`src/rtl/axi4_lite_write_master_q.sv`:
```
`default_nettype none
// ============================================================================
// axi4_lite_write_master_q
// Queued AXI4-Lite write master: request FIFO, independent AW/W issue and a
// bounded number of writes awaiting their B response.
// Revision: 1.0
// ============================================================================
module axi4_lite_write_master_q #(
    parameter  int ADDR_WIDTH      = 32,
    parameter  int DATA_WIDTH      = 32,
    parameter  int FIFO_DEPTH      = 4,
    parameter  int MAX_OUTSTANDING = 2,
    localparam int STRB_WIDTH      = DATA_WIDTH / 8
) (
    input  logic                  clk,
    input  logic                  rst,
    input  logic                  write_start,
    output logic                  write_ready,
    input  logic [ADDR_WIDTH-1:0] write_addr,
    input  logic [DATA_WIDTH-1:0] write_data,
    input  logic [STRB_WIDTH-1:0] write_strobe,
    output logic                  write_busy,
    output logic                  write_done,
    output logic [1:0]            write_resp,
    output logic                  write_err,
    input  logic                  err_clear,
    output logic [ADDR_WIDTH-1:0] M_AXI_AWADDR,
    output logic                  M_AXI_AWVALID,
    input  logic                  M_AXI_AWREADY,
    output logic [DATA_WIDTH-1:0] M_AXI_WDATA,
    output logic [STRB_WIDTH-1:0] M_AXI_WSTRB,
    output logic                  M_AXI_WVALID,
    input  logic                  M_AXI_WREADY,
    input  logic [1:0]            M_AXI_BRESP,
    input  logic                  M_AXI_BVALID,
    output logic                  M_AXI_BREADY
);

    localparam int PTR_W = $clog2(FIFO_DEPTH);
    localparam int CNT_W = $clog2(MAX_OUTSTANDING + 1);
    localparam int ENT_W = ADDR_WIDTH + DATA_WIDTH + STRB_WIDTH;

    logic [ENT_W-1:0]      fifo_mem [FIFO_DEPTH];
    logic [PTR_W:0]        wr_ptr_q, wr_ptr_d, rd_ptr_q, rd_ptr_d;
    logic                  aw_valid_q, aw_valid_d, w_valid_q, w_valid_d;
    logic                  aw_done_q, aw_done_d, w_done_q, w_done_d;
    logic [CNT_W-1:0]      count_q, count_d;
    logic [ADDR_WIDTH-1:0] aw_addr_q, aw_addr_d;
    logic [DATA_WIDTH-1:0] w_data_q, w_data_d;
    logic [STRB_WIDTH-1:0] w_strb_q, w_strb_d;
    logic                  ready_q, ready_d, done_q, done_d, err_q, err_d;
    logic [1:0]            resp_q, resp_d;

    logic                  w_push, w_pop, w_aw_hs, w_w_hs, w_b_hs;
    logic                  w_empty, w_full_next, w_can_issue;
    logic [ENT_W-1:0]      w_head;

    assign w_empty     = (wr_ptr_q == rd_ptr_q);
    assign w_head      = fifo_mem[rd_ptr_q[PTR_W-1:0]];
    assign w_push      = write_start && ready_q;
    assign w_aw_hs     = aw_valid_q && M_AXI_AWREADY;
    assign w_w_hs      = w_valid_q && M_AXI_WREADY;
    assign w_b_hs      = M_AXI_BVALID && (count_q != '0);
    // The head retires once both of its channels have handshaken, in any order.
    assign w_pop       = (w_aw_hs || aw_done_q) && (w_w_hs || w_done_q);
    assign w_can_issue = !w_empty && (count_q < CNT_W'(MAX_OUTSTANDING));
    assign w_full_next = (wr_ptr_d[PTR_W] != rd_ptr_d[PTR_W]) &&
                         (wr_ptr_d[PTR_W-1:0] == rd_ptr_d[PTR_W-1:0]);

    always_comb begin
        wr_ptr_d   = wr_ptr_q + {{PTR_W{1'b0}}, w_push};
        rd_ptr_d   = rd_ptr_q + {{PTR_W{1'b0}}, w_pop};
        aw_valid_d = aw_valid_q;
        aw_addr_d  = aw_addr_q;
        w_valid_d  = w_valid_q;
        w_data_d   = w_data_q;
        w_strb_d   = w_strb_q;
        count_d    = count_q;

        if (w_aw_hs) begin
            aw_valid_d = 1'b0;
        end else if (!aw_valid_q && !aw_done_q && w_can_issue) begin
            aw_valid_d = 1'b1;
            aw_addr_d  = w_head[ENT_W-1 -: ADDR_WIDTH];
        end

        if (w_w_hs) begin
            w_valid_d = 1'b0;
        end else if (!w_valid_q && !w_done_q && w_can_issue) begin
            w_valid_d = 1'b1;
            w_data_d  = w_head[STRB_WIDTH +: DATA_WIDTH];
            w_strb_d  = w_head[STRB_WIDTH-1:0];
        end

        aw_done_d = w_pop ? 1'b0 : (aw_done_q || w_aw_hs);
        w_done_d  = w_pop ? 1'b0 : (w_done_q || w_w_hs);

        if (w_pop && !w_b_hs) begin
            count_d = count_q + 1'b1;
        end else if (!w_pop && w_b_hs) begin
            count_d = count_q - 1'b1;
        end

        done_d  = w_b_hs;
        resp_d  = w_b_hs ? M_AXI_BRESP : resp_q;
        // A new error outranks a coincident clear.
        err_d   = (w_b_hs && (M_AXI_BRESP != 2'b00)) || (err_q && !err_clear);
        ready_d = !w_full_next;
    end

    always_ff @(posedge clk) begin
        if (rst) begin
            wr_ptr_q   <= '0;
            rd_ptr_q   <= '0;
            aw_valid_q <= 1'b0;
            w_valid_q  <= 1'b0;
            aw_done_q  <= 1'b0;
            w_done_q   <= 1'b0;
            count_q    <= '0;
            aw_addr_q  <= '0;
            w_data_q   <= '0;
            w_strb_q   <= '0;
            ready_q    <= 1'b0;
            done_q     <= 1'b0;
            resp_q     <= 2'b00;
            err_q      <= 1'b0;
        end else begin
            wr_ptr_q   <= wr_ptr_d;
            rd_ptr_q   <= rd_ptr_d;
            aw_valid_q <= aw_valid_d;
            w_valid_q  <= w_valid_d;
            aw_done_q  <= aw_done_d;
            w_done_q   <= w_done_d;
            count_q    <= count_d;
            aw_addr_q  <= aw_addr_d;
            w_data_q   <= w_data_d;
            w_strb_q   <= w_strb_d;
            ready_q    <= ready_d;
            done_q     <= done_d;
            resp_q     <= resp_d;
            err_q      <= err_d;
        end
    end

    // Payload storage needs no reset; occupancy lives entirely in the pointers.
    always_ff @(posedge clk) begin
        if (w_push) begin
            fifo_mem[wr_ptr_q[PTR_W-1:0]] <= {write_addr, write_data, write_strobe};
        end
    end

    assign write_ready   = ready_q;
    assign write_busy    = !w_empty || aw_valid_q || w_valid_q || aw_done_q ||
                           w_done_q || (count_q != '0);
    assign write_done    = done_q;
    assign write_resp    = resp_q;
    assign write_err     = err_q;
    assign M_AXI_AWADDR  = aw_addr_q;
    assign M_AXI_AWVALID = aw_valid_q;
    assign M_AXI_WDATA   = w_data_q;
    assign M_AXI_WSTRB   = w_strb_q;
    assign M_AXI_WVALID  = w_valid_q;
    assign M_AXI_BREADY  = (count_q != '0);

endmodule
`default_nettype wire

```
`config.mk`:
```
export PLATFORM = sky130hd
export DESIGN_NAME = axi4_lite_write_master_q
export DESIGN_NICKNAME = d
export VERILOG_FILES = /design/src/rtl/axi4_lite_write_master_q.sv
export SDC_FILE = /design/constraint.sdc
export NUM_CORES = 1
export LEC_CHECK = 0
export BUFFER_PORTS_ARGS = -buffer_cell sky130_fd_sc_hd__buf_2
export CAP_MARGIN = 30
export CORE_AREA = 2 2 155 157
export CTS_BUF_LIST = sky130_fd_sc_hd__clkbuf_16
export CTS_CLUSTER_SIZE = 8
export DETAILED_ROUTE_END_ITERATION = 10
export DIE_AREA = 0 0 157 159
export MAX_ROUTING_LAYER = met4
export PLACE_DENSITY = 0.76
export SLEW_MARGIN = 20
export SYNTH_ARGS = -nofsm -noshare
export SYNTH_HDL_FRONTEND = slang
export SYNTH_SLANG_ARGS = --single-unit
```
`constraint.sdc`:
```
create_clock -name clk -period 7.8 [get_ports clk]
set_input_delay 1.17 -clock clk [delete_from_list [all_inputs] [get_ports clk]]
set_output_delay 1.17 -clock clk [all_outputs]
set_load 0.02 [all_outputs]
```
==> flow_summary_export.csv <==
group,metric,value,unit
outcome,status,"finished, final reports clean",
run,cap_violations,0,
floorplanning,chipHeight,159,um
timing,final.setup.tns,0,ns
global_routing,first_global_vias,7103,
final_layout,seqCellArea,0.009877,mm2
power_and_ir_drop,p_sw_share,22.17,%
final_layout,nets,989,
setup_path,worstPathArrival,2.15,ns
floorplanning,pin_count,154,
worst_hold_path,hold_path.class,"reg -> reg",
power_and_ir_drop,power_frac_comb,8.0,%
routing,dr_wl_met2,12380,um
cts,post-cts-setup-buffers,0,
power_and_ir_drop,seq_power_share,49.1,%
synthesis,syn_avg_cell_area,18.24,um2
setup_path,cp.required,6.63,ns
timing,worstMarginPinSlew,0.8187,ns
routing,wl_per_cell,19.14,um
routing,dr_wl_met3,1568,um
routing,routed_wl,24370,um
cts,ctsHoldBuffers,0,
cts,clk_pin_slew,0.05,ns
timing,fin_crit,3.319,ns
synthesis,synthCells,727,
power_and_ir_drop,leakagePower,6.155,nW
routing,m1WireLength,10030,um
floorplanning,dieArea,0.02496,mm2
routing,antenna_left,0,
setup_path,start_kind,"register",
cts,cts_resized,0,
timing,slew_violations,0,
synthesis,synth_cell_types,30,
final_layout,multi_input_area,0.003178,mm2
cts,cts.sinks,357,
routing,avgViaCountPerCell,5.353,
synthesis,ys.warnings.count,0,
final_layout,postLayoutCoreUtil,68.27,%
power_and_ir_drop,netSwitchingPower,977.6,uW
placed_design,gp_congestion,0.7139,
routing,firstDrtPassIters,6,
placed_design,port_buffers,153,
setup_path,critical_path_class,"reg -> out",
timing,fmax,0.3013,GHz
cts,cts_made_buffers,50,
global_routing,grt_pass1_wl,37980,um
timing,finalSetupViolations,0,
setup_path,end_kind,"output pin",
setup_path,cp_num_buf_inv,1,
routing,drc,0,
routing,top_layer,"met4",
floorplanning,die_w,157,um
floorplanning,coreArea,0.02319,mm2
power_and_ir_drop,power_frac_clock,42.8,%
global_routing,grt_max_degree,71,
synthesis,synth_area,0.01326,mm2
timing,hold_viol_final,0,
power_and_ir_drop,p_per_area,278.6,mW/mm2
timing,slew_headroom,45.42,%
timing,min_period_over_period,42.55,%
cts,htree_levels,2,
global_routing,antenna_found_initial,5,
floorplanning,initial_core_util,57.18,%
cts,cts_buffer_depth,3,
power_and_ir_drop,internal_power,3.433,mW
routing,vias,6815,
routing,drt_iter0_drc,458,
cts,root_buffer,"clkbuf_16",
timing,rsz0062_at_grt,"no",
floorplanning,rows,56,
setup_path,cp_max_fo,35,
power_and_ir_drop,ir_drop,0.2280,mV
setup_path,cp_slowest_cell,"dfxtp_4",
cts,clock_latency,0.53,ns
synthesis,ys_seq_area_share,74.43,%
setup_path,crit_chain,"xor2_2, nor3_1, nand4b_1, buf_2",
cts,cts_tree,"done",
final_layout,fillers,1520,
synthesis,synth_seq_cells,357,
synthesis,synth_nets,809,
global_routing,grt_usage,20.43,%
placed_design,dp_hpwl,13820,um
setup_path,path_delay_family,"flip-flops",
final_layout,layout-drive-gt1-share,31.54,%
timing,skew,0.01238,ns
final_layout,syn_to_final_growth,19.41,%
setup_path,slowest_delay,0.81,ns
global_routing,grt.overflow.total,0,
layout make-up:
class,instances,area share [%]
timing repair buffer,167,5.753
multi-input combinational,328,20.07
clock buffer,51,8.060
inverter,3,0.08692
clock inverter,42,1.035
antenna,6,0.09482
tap,319,2.521
sequential,357,62.38
synth_stat cells:
master    count  area (um2)
or2_2         1       6.260
nand4b_1      1       8.760
nor2b_1       4       25.02
mux4_2       68        1531
nand2_1     137       514.2
o31a_1        1       8.760
inv_1         3       11.26
mux2i_1      70       700.7
o21ai_0       1       5.000
buf_2         8       40.04
nor3b_1       4       30.03
clkbuf_1     20       75.07
o21bai_1      1       7.510
xnor2_1       3       26.28
xor2_2        1       16.27
xor2_1        6       52.55
nor3_1        2       10.01
o311ai_2      1       16.27
a21oi_1       6       30.03
ha_1          5       62.56
and3_1        1       6.260
nor2_1        9       33.78
nand2b_1      3       18.77
o311ai_4      1       26.28
buf_6         9       101.4
buf_4         2       15.01
edfxtp_1    272        8168
dfxtp_1      85        1702
or3_1         1       6.260
o21ai_1       1       5.000
power groups by stage:
stage                     clock, mW  sequential [mW]  combinational (mW)
after floorplan                   0             2.25               0.192
after global placement            0             2.20               0.348
after detailed placement          0             2.20               0.357
after CTS                      1.93             2.17               0.359
after global routing           2.02             2.17               0.382
final                          1.89             2.17               0.353
flip-flops by register name, summed over array words and instances, names as in the netlist:
name / cells
fifo_mem: 272
M_AXI_AWADDR: 32
M_AXI_WDATA: 32
M_AXI_WSTRB: 4
rd_ptr_q: 3
wr_ptr_q: 3
count_q: 2
write_resp: 2
M_AXI_AWVALID: 1
M_AXI_WVALID: 1
aw_done_q: 1
w_done_q: 1
write_done: 1
write_err: 1
write_ready: 1
metrics by stage:
step                std cells  power [mW]  hold WS, ns  instance area [um2]  setup slack, ns
floorplan                 727       2.441       0.4793                13260           0.9379
global placement         1171       2.548       0.4414                14320            4.797
detailed placement       1174       2.560       0.4500                14380            4.687
CTS                      1267       4.458       0.4574                15820            4.402
global route             1272       4.574       0.4700                15830            4.272
finish                   1273       4.411       0.4540                15830            4.481
routing by layer:
metal,vias to the layer above,GRT usage [%]
li1,3157,-
met5,-,-
met4,0,5.505
met3,37,4.818
met2,193,33.23
met1,3428,26.06
worst reg2reg max path, stage by stage (launching register included):
cell and delay, ns:
dfxtp_4 0.81, xor2_2 0.25, o311ai_4 0.69, buf_8 0.24, buf_4 0.37, mux2i_1 0.27
final timing paths:
kind,slack (ns),start,cells after the start,endpoint
worst max-delay path,4.48,rd_ptr_q[0],4,write_busy
worst min-delay path,0.45,M_AXI_AWADDR[9],2,M_AXI_AWADDR[9]
worst max register to register,5.09,rd_ptr_q[0],5,M_AXI_AWADDR[3]
worst min register to register,0.45,M_AXI_AWADDR[9],2,M_AXI_AWADDR[9]
logic make-up (layout without fill, tap and decap cells):
group,count (synthesis),after routing,share of synthesized area [%]
xor+xnor,10,10,0.7172
flops,357,357,74.43
buf+inv,42,263,1.831
simple gates,163,163,4.973
compound gates,12,12,0.7455
fa+ha+maj,5,5,0.4718
mux,138,138,16.83
other cells,0,6,0
cells in the final DEF, fill, tap and decap left out, drive strengths merged:
| master | Yosys | layout |
|---|---|---|
| nand2b | 3 | 3 |
| clkinv | 0 | 1 |
| or3 | 1 | 1 |
| o21ai | 2 | 2 |
| nand2 | 137 | 137 |
| clkbuf | 20 | 51 |
| nor2b | 4 | 4 |
| mux2i | 70 | 70 |
| nor3 | 2 | 2 |
| or2 | 1 | 1 |
| inv | 3 | 44 |
| nor2 | 9 | 9 |
| ha | 5 | 5 |
| o21bai | 1 | 1 |
| o311ai | 2 | 2 |
| nor3b | 4 | 4 |
| a21oi | 6 | 6 |
| xor2 | 7 | 7 |
| diode | 0 | 6 |
| o31a | 1 | 1 |
| edfxtp | 272 | 272 |
| and3 | 1 | 1 |
| nand4b | 1 | 1 |
| buf | 19 | 167 |
| mux4 | 68 | 68 |
| dfxtp | 85 | 85 |
| xnor2 | 3 | 3 |
Power figures use the tool's default switching activity.
